`src/rtl/rgb_stream_pkg.sv`:
```
// Shared types, default geometry and the channel reorder helper for the
// RGB stream mapper and its coordinate counter.
package rgb_stream_pkg;

  typedef enum logic [1:0] {
    ORDER_PASS = 2'd0,
    ORDER_REV  = 2'd1,
    ORDER_ROT  = 2'd2,
    ORDER_RSVD = 2'd3
  } color_order_e;

  localparam int unsigned DEF_PIX_W    = 8;
  localparam int unsigned DEF_PIX_H    = 16;
  localparam int unsigned DEF_BLK_COLS = 5;
  localparam int unsigned DEF_BLK_ROWS = 3;
  localparam int unsigned DEF_N_SLICES = 128;
  localparam int unsigned DEF_DW       = 24;

  // Widest pixel the reorder helper handles; callers narrow the result back to DW.
  localparam int unsigned MAX_DW = 96;

  function automatic int unsigned clog2w(input int unsigned n);
    return (n <= 2) ? 1 : $clog2(n);
  endfunction

  // Output channel k (c0 = LSBs) takes input channel src. REV yields {c0,c1,c2};
  // ROT rotates the channels left by one, yielding {c1,c0,c2}.
  function automatic logic [MAX_DW-1:0] reorder(input logic [MAX_DW-1:0] pix,
                                                input color_order_e     order,
                                                input int unsigned      cw);
    logic [MAX_DW-1:0] res;
    int unsigned       k;
    int unsigned       src;
    int unsigned       idx;
    res = '0;
    for (int unsigned b = 0; b < MAX_DW; b++) begin
      if (b < 3 * cw) begin
        k = b / cw;
        case (order)
          ORDER_REV: src = 2 - k;
          ORDER_ROT: src = (k + 2) % 3;
          default:   src = k;
        endcase
        idx    = src * cw + (b - k * cw);
        res[b] = pix[idx];
      end
    end
    return res;
  endfunction

endpackage

```
`src/rtl/rgb_coord_counter.sv`:
```
// Nested wrap counter giving a pixel's position: column, block column, line,
// block row and slice; the slice stage saturates at N_SLICES to flag overflow.
module rgb_coord_counter
  import rgb_stream_pkg::*;
#(
  parameter  int unsigned PIX_W    = DEF_PIX_W,
  parameter  int unsigned PIX_H    = DEF_PIX_H,
  parameter  int unsigned BLK_COLS = DEF_BLK_COLS,
  parameter  int unsigned BLK_ROWS = DEF_BLK_ROWS,
  parameter  int unsigned N_SLICES = DEF_N_SLICES,
  localparam int unsigned CW       = clog2w(PIX_W),
  localparam int unsigned LW       = clog2w(PIX_H),
  localparam int unsigned BCW      = clog2w(BLK_COLS),
  localparam int unsigned BLW      = clog2w(BLK_ROWS),
  localparam int unsigned SW       = clog2w(N_SLICES + 1)
) (
  input  logic           clk,
  input  logic           nrst,
  input  logic           clr_i,
  input  logic           inc_i,
  output logic [CW-1:0]  col_o,
  output logic [BCW-1:0] bcol_o,
  output logic [LW-1:0]  line_o,
  output logic [BLW-1:0] bline_o,
  output logic [SW-1:0]  slice_o,
  output logic [3:0]     max_o,
  output logic           ovf_o
);

  logic [CW-1:0]  col_q, col_d, colCur;
  logic [BCW-1:0] bcol_q, bcol_d, bcolCur;
  logic [LW-1:0]  line_q, line_d, lineCur;
  logic [BLW-1:0] bline_q, bline_d, blineCur;
  logic [SW-1:0]  slice_q, slice_d, sliceCur;
  logic [3:0]     carry;

  // A clear restarts from zero in the same cycle, so a pixel arriving with the
  // clear is position zero and the increment then moves past it.
  always_comb begin
    colCur   = clr_i ? '0 : col_q;
    bcolCur  = clr_i ? '0 : bcol_q;
    lineCur  = clr_i ? '0 : line_q;
    blineCur = clr_i ? '0 : bline_q;
    sliceCur = clr_i ? '0 : slice_q;

    max_o[0] = (colCur   == CW'(PIX_W - 1));
    max_o[1] = (bcolCur  == BCW'(BLK_COLS - 1));
    max_o[2] = (lineCur  == LW'(PIX_H - 1));
    max_o[3] = (blineCur == BLW'(BLK_ROWS - 1));
    ovf_o    = (sliceCur == SW'(N_SLICES));

    carry[0] = inc_i    & max_o[0];
    carry[1] = carry[0] & max_o[1];
    carry[2] = carry[1] & max_o[2];
    carry[3] = carry[2] & max_o[3];

    col_d   = inc_i    ? (max_o[0] ? '0 : colCur + 1'b1)   : colCur;
    bcol_d  = carry[0] ? (max_o[1] ? '0 : bcolCur + 1'b1)  : bcolCur;
    line_d  = carry[1] ? (max_o[2] ? '0 : lineCur + 1'b1)  : lineCur;
    bline_d = carry[2] ? (max_o[3] ? '0 : blineCur + 1'b1) : blineCur;
    slice_d = (carry[3] && !ovf_o) ? sliceCur + 1'b1 : sliceCur;
  end

  always_ff @(posedge clk or negedge nrst) begin
    if (!nrst) begin
      col_q   <= '0;
      bcol_q  <= '0;
      line_q  <= '0;
      bline_q <= '0;
      slice_q <= '0;
    end else begin
      col_q   <= col_d;
      bcol_q  <= bcol_d;
      line_q  <= line_d;
      bline_q <= bline_d;
      slice_q <= slice_d;
    end
  end

  assign col_o   = colCur;
  assign bcol_o  = bcolCur;
  assign line_o  = lineCur;
  assign bline_o = blineCur;
  assign slice_o = sliceCur;

endmodule

```
`src/rtl/rgb_stream_mapper.sv`:
```
// Maps the FIFO pixel stream onto µblock coordinates with per-frame colour
// order, slice accounting and malformed-frame detection for the framebuffer.
module rgb_stream_mapper
  import rgb_stream_pkg::*;
#(
  parameter  int unsigned PIX_W    = DEF_PIX_W,
  parameter  int unsigned PIX_H    = DEF_PIX_H,
  parameter  int unsigned BLK_COLS = DEF_BLK_COLS,
  parameter  int unsigned BLK_ROWS = DEF_BLK_ROWS,
  parameter  int unsigned N_SLICES = DEF_N_SLICES,
  parameter  int unsigned DW       = DEF_DW,
  localparam int unsigned CW       = clog2w(PIX_W),
  localparam int unsigned LW       = clog2w(PIX_H),
  localparam int unsigned BCW      = clog2w(BLK_COLS),
  localparam int unsigned BLW      = clog2w(BLK_ROWS),
  localparam int unsigned SW       = clog2w(N_SLICES),
  localparam int unsigned FSW      = clog2w(N_SLICES + 1)
) (
  input  logic           clk,
  input  logic           nrst,
  input  logic [DW-1:0]  rgb,
  input  logic           hsync,
  input  logic           vsync,
  input  logic           empty,
  input  logic           rgb_enable,
  input  logic [1:0]     color_order,
  output logic [DW-1:0]  pixel_data,
  output logic           pixel_valid,
  output logic [CW-1:0]  pixel_col,
  output logic [LW-1:0]  pixel_line,
  output logic [BCW-1:0] block_col,
  output logic [BLW-1:0] block_line,
  output logic [SW-1:0]  wslice_cnt,
  output logic           EOS,
  output logic           EOF,
  output logic           frame_err,
  output logic [FSW-1:0] frame_slices
);

  logic           adv, frameStart, frameEnd, active;
  logic           enableEff, ovf, inSliceZero;
  color_order_e   orderEff;

  logic [CW-1:0]  colCur;
  logic [BCW-1:0] bcolCur;
  logic [LW-1:0]  lineCur;
  logic [BLW-1:0] blineCur;
  logic [FSW-1:0] sliceCur;
  logic [3:0]     maxFlags;

  logic           vsync_q, enable_q;
  color_order_e   order_q;
  logic [DW-1:0]  pixelData_q;
  logic           pixelValid_q, eos_q, eof_q, frameErr_q;
  logic [CW-1:0]  pixelCol_q;
  logic [LW-1:0]  pixelLine_q;
  logic [BCW-1:0] blockCol_q;
  logic [BLW-1:0] blockLine_q;
  logic [SW-1:0]  wslice_q;
  logic [FSW-1:0] frameSlices_q;

  assign adv         = !empty;
  assign frameStart  = adv & vsync & !vsync_q;
  assign frameEnd    = adv & !vsync & vsync_q;
  assign active      = adv & vsync & hsync;
  assign enableEff   = frameStart ? rgb_enable : enable_q;
  assign orderEff    = frameStart ? color_order_e'(color_order) : order_q;
  assign inSliceZero = (colCur == '0) && (bcolCur == '0) &&
                       (lineCur == '0) && (blineCur == '0);

  rgb_coord_counter #(
    .PIX_W   (PIX_W),
    .PIX_H   (PIX_H),
    .BLK_COLS(BLK_COLS),
    .BLK_ROWS(BLK_ROWS),
    .N_SLICES(N_SLICES)
  ) u_coord (
    .clk    (clk),
    .nrst   (nrst),
    .clr_i  (frameStart),
    .inc_i  (active & !ovf),
    .col_o  (colCur),
    .bcol_o (bcolCur),
    .line_o (lineCur),
    .bline_o(blineCur),
    .slice_o(sliceCur),
    .max_o  (maxFlags),
    .ovf_o  (ovf)
  );

  // Pulses and valid are recomputed every clock; data and coordinates only move
  // with an active pixel, and frame state only moves when the FIFO advances.
  always_ff @(posedge clk or negedge nrst) begin
    if (!nrst) begin
      vsync_q       <= 1'b0;
      enable_q      <= 1'b0;
      order_q       <= ORDER_PASS;
      pixelData_q   <= '0;
      pixelValid_q  <= 1'b0;
      pixelCol_q    <= '0;
      pixelLine_q   <= '0;
      blockCol_q    <= '0;
      blockLine_q   <= '0;
      wslice_q      <= '0;
      eos_q         <= 1'b0;
      eof_q         <= 1'b0;
      frameErr_q    <= 1'b0;
      frameSlices_q <= '0;
    end else begin
      pixelValid_q <= active & enableEff & !ovf;
      eos_q        <= active & (&maxFlags) & !ovf;
      eof_q        <= frameEnd;

      if (adv) begin
        vsync_q <= vsync;
      end

      if (frameStart) begin
        enable_q <= rgb_enable;
        order_q  <= orderEff;
      end

      if (active) begin
        pixelData_q <= DW'(reorder(MAX_DW'(rgb), orderEff, DW / 3));
        pixelCol_q  <= colCur;
        pixelLine_q <= lineCur;
        blockCol_q  <= bcolCur;
        blockLine_q <= blineCur;
        wslice_q    <= SW'(sliceCur);
      end

      // A frame is clean only if it closes exactly on a slice boundary after N_SLICES slices.
      if (frameStart) begin
        frameErr_q <= 1'b0;
      end else if (active && ovf) begin
        frameErr_q <= 1'b1;
      end else if (frameEnd && (!inSliceZero || (sliceCur != FSW'(N_SLICES)))) begin
        frameErr_q <= 1'b1;
      end

      if (frameEnd) begin
        frameSlices_q <= sliceCur;
      end
    end
  end

  assign pixel_data   = pixelData_q;
  assign pixel_valid  = pixelValid_q;
  assign pixel_col    = pixelCol_q;
  assign pixel_line   = pixelLine_q;
  assign block_col    = blockCol_q;
  assign block_line   = blockLine_q;
  assign wslice_cnt   = wslice_q;
  assign EOS          = eos_q;
  assign EOF          = eof_q;
  assign frame_err    = frameErr_q;
  assign frame_slices = frameSlices_q;

endmodule

```
`config.mk`:
```
export PLATFORM = sky130hd
export DESIGN_NAME = rgb_stream_mapper
export DESIGN_NICKNAME = d
export VERILOG_FILES = /design/src/rtl/rgb_stream_pkg.sv /design/src/rtl/rgb_coord_counter.sv /design/src/rtl/rgb_stream_mapper.sv
export SDC_FILE = /design/constraint.sdc
export NUM_CORES = 1
export LEC_CHECK = 0
export CAP_MARGIN = 20
export CORE_MARGIN = 2
export CORE_UTILIZATION = 30
export DETAILED_ROUTE_END_ITERATION = 7
export GPL_TIMING_DRIVEN = 0
export PLACE_DENSITY_LB_ADDON = 0.3
export SLEW_MARGIN = 10
export SYNTH_ARGS = -nofsm -noshare
export SYNTH_HDL_FRONTEND = slang
export SYNTH_SLANG_ARGS = --single-unit
```
`constraint.sdc`:
```
create_clock -name clk -period 5.9 [get_ports clk]
set_clock_uncertainty 0.15 [all_clocks]
set_input_delay 1.18 -clock clk [delete_from_list [all_inputs] [get_ports clk]]
set_output_delay 1.18 -clock clk [all_outputs]
set_load 0.05 [all_outputs]
```
==> impl_metrics.env, run 1 <==
export IMPL_status="finished clean"
export IMPL_max_freq_mhz=225
export IMPL_p_leak_nw=2.32
export IMPL_grt_max_degree=48
export IMPL_worstSkewPairLatency_ps=340
export IMPL_grt_first_pass_wirelength_mm=15.5
export IMPL_period_share_pct=75.5
export IMPL_switching_share_pct=35.8
export IMPL_max_clock_path_buffers=2
export IMPL_worstPathMaxFanout=10
export IMPL_io_buffer_count=86
export IMPL_antenna_found_initial=0
export IMPL_cts_max_level=3
export IMPL_gr_total_overflow=0
export IMPL_yosysWarnings=0
export IMPL_layout_cells_non_filler=611
export IMPL_num_fill_cells=1193
export IMPL_vias=2962
export IMPL_dp_cells=595
export IMPL_cts_resized=0
export IMPL_track_usage_pct=15.5
export IMPL_critical_path_class="primary input to register"
export IMPL_core_rowCount=40
export IMPL_syn_to_final_growth_pct=36.6
export IMPL_synth_flop_cell="dfrtp_1"
export IMPL_power_frac_clock_pct=31.4
export IMPL_avgSynthCellArea_um2=10.2
export IMPL_worst_pin_slew_ps=1050
export IMPL_finalHoldViolations=0
export IMPL_r2r_start="vsync_q"
export IMPL_drc=0
export IMPL_rsz0062_at_grt="false"
export IMPL_crit_reg2reg_capture="pixel_data[21]"
export IMPL_synth_cell_type_count=41
export IMPL_dpl_hpwl_mm=7.21
export IMPL_root_buffer="clkbuf_16"
export IMPL_crit_end="pixel_data[21]"
export IMPL_hold_ws_ps=323
export IMPL_wl_mm=9.74
export IMPL_maxSlewHeadroom_pct=30.1
export IMPL_initial_utilization_pct=30.7
export IMPL_cts_hold_buf=0
export IMPL_crit_required_ps=5950
export IMPL_synth_top_area_share_pct=53.6
export IMPL_r2r_slack_ps=2450
export IMPL_die_w_um=115
export IMPL_post_cts_buffers=0
export IMPL_die_h_um=115
export IMPL_final_net_count=501
export IMPL_tns_ps=0
export IMPL_post_drt_wl_per_cell_um=15.9
export IMPL_synth_edf_count=0
export IMPL_core_um2=12000
export IMPL_grt_pass1_vias=2993
export IMPL_drt_initial_drc_count=93
export IMPL_hp_class="register to register"
export IMPL_synthesis_nets=403
export IMPL_switchingPower_uw=593
export IMPL_boundaryPins=87
export IMPL_synth_seq_cells=79
export IMPL_tritoncts="yes"
export IMPL_seq_power_share_pct=38.1
export IMPL_synth_seq_area_share_pct=53.6
export IMPL_first_pass_iters=4
export IMPL_layout_common_cells="clkdlybuf4s50_1 (85), dfrtp_1 (79), nand2_1 (79)"
export IMPL_ant_nets=0
export IMPL_period_needed_ps=4450
export IMPL_power_density_nw_per_um2=329
export IMPL_slew_viol_final=0
export IMPL_power_total_mw=1.66
export IMPL_cap_violations=0
export IMPL_internal_power_mw=1.06
export IMPL_drive_above_1_share_pct=7.97
export IMPL_syn_inst=361
export IMPL_setup_viol=0
export IMPL_globalplace_congestion=0.773
export IMPL_cts_buffers=9
export IMPL_startpoint_type="primary input"
export IMPL_cp_end_kind="register"
export IMPL_startpoint="empty"
export IMPL_design_area_um2=5040
export IMPL_synth_top_area_cell="dfrtp_1"
export IMPL_reg2reg_depth=13
export IMPL_async_reset_ff_share_pct=100
export IMPL_clkSinkCount=79
export IMPL_die_area_um2=13200
export IMPL_via_per_inst=4.85
export IMPL_n_antenna_cell=0
export IMPL_peakVddDrop_v=0.000127
export IMPL_combPwrFrac_pct=30.5
export IMPL_synth_area_leaders="dfrtp_1 (54%), nand2_1 (8.0%), mux2i_1 (7.9%)"
export IMPL_place_area_um2=4760
export IMPL_clkTransAtPathRegs_ps=60
export IMPL_netlist_area_um2=3690
export IMPL_final_common_cell="clkdlybuf4s50_1"
export IMPL_crit_arrival_ps=4500
[how the worst min path moves through the flow]
stage	start	endpoint	depth (start not counted)
final	order_q[1]	order_q[1]	2
after global routing	order_q[0]	order_q[0]	2
after CTS	order_q[1]	order_q[1]	2
after detailed placement	order_q[1]	order_q[1]	2
after global placement	enable_q	enable_q	2
after floorplan	enable_q	enable_q	2
[metrics by stage]
stage / setup WS (ps) / util [%]
after floorplan: 2110 / -
after global placement: 610 / 39.4
after detailed placement: 1090 / 39.6
after CTS: 1430 / 42.0
after global routing: 1160 / 42.0
final: 1450 / 42.0
[Yosys cell counts (2+ instances only)]
cell	n
dfrtp_1	79
nand2_1	79
o21ai_0	46
mux2i_1	29
clkbuf_1	14
inv_1	14
mux2_2	12
nor2_1	11
ha_1	10
a21oi_1	9
nand4_1	7
xnor2_1	6
nand3_1	4
buf_2	3
nand2b_1	3
nand3b_1	3
nor3_1	3
a211oi_1	2
a31oi_1	2
and3_1	2
buf_1	2
nor3b_1	2
[state kept, by name, indices dropped and copies added, names as in the netlist, 2 cells and up]
name	cells
order_q	2
u_coord.line_q	4
pixel_col	3
u_coord.slice_q	8
pixel_line	4
u_coord.bline_q	2
block_line	2
wslice_cnt	7
u_coord.bcol_q	3
u_coord.col_q	3
pixel_data	24
frame_slices	8
block_col	3
[kinds of logic (layout without fill, tap and decap cells)]
| group | after synthesis | in the layout | synth area share, % |
|---|---|---|---|
| AO/OA/AOI/OAI | 66 | 66 | 10.2 |
| adder cells (fa/ha/maj) | 10 | 10 | 3.39 |
| XOR/XNOR | 7 | 7 | 1.66 |
| buffers and inverters | 33 | 136 | 3.46 |
| flip-flops | 79 | 79 | 53.6 |
| multiplexers | 41 | 41 | 11.5 |
| AND/OR/NAND/NOR | 125 | 125 | 16.1 |
[power groups by stage]
stage                     Combinational (mW)  Clock, mW  Sequential, mW
after detailed placement               0.509          0           0.641
after CTS                              0.511      0.532           0.632
after global placement                 0.503          0           0.638
after global routing                   0.536      0.554           0.637
final                                  0.505      0.521           0.631
after floorplan                        0.147          0           0.811
[worst max-delay path: stages]
cell             delay (ps)
clkdlybuf4s50_1         560
or3b_1                  140
clkbuf_1                220
buf_2                   280
buf_2                   280
nand2_1                  80
nand2_1                  80
inv_1                    50
ha_1                    260
clkbuf_1                420
buf_2                   400
mux2i_1                 230
nor2_1                   50
a21oi_1                 160
o21ai_0                 100
[metal layers]
layer / up-vias / global-route usage [%] / share of wire, %
met5: - / 0 / 0
met4: 0 / 7.71 / 3.1
met3: 23 / 2.53 / 2.8
met2: 48 / 25.4 / 49
met1: 1452 / 19.9 / 45
li1: 1439 / - / -
[cell type report]
type | instances | area (um^2) | share of cell area (%)
Sequential cell | 79 | 1980 | 39.2
Multi-Input combinational cell | 249 | 1590 | 31.4
Timing Repair Buffer | 87 | 886 | 17.6
Clock buffer | 9 | 225 | 4.47
Tap cell | 147 | 184 | 3.65
Buffer | 19 | 75.1 | 1.49
Clock inverter | 7 | 56.3 | 1.12
Inverter | 14 | 52.6 | 1.04
Note: power is estimated with default switching activity, not from simulation.
==> inputs of run 2 (changes only) <==
clock period = 4.65 ns   (was 5.9 ns; I/O delays follow)
==> results of run 2 <==
The final DEF is identical to that of run 1. Status: finished clean.
Among the figures that moved: setup slack after placement 1090 ps -> 85.6 ps; setup slack after layout 1450 ps -> 447 ps; register-to-register setup slack 2450 ps -> 1200 ps; total power 1.66 mW -> 2.10 mW; worst IR drop on VDD 0.000127 V -> 0.000161 V
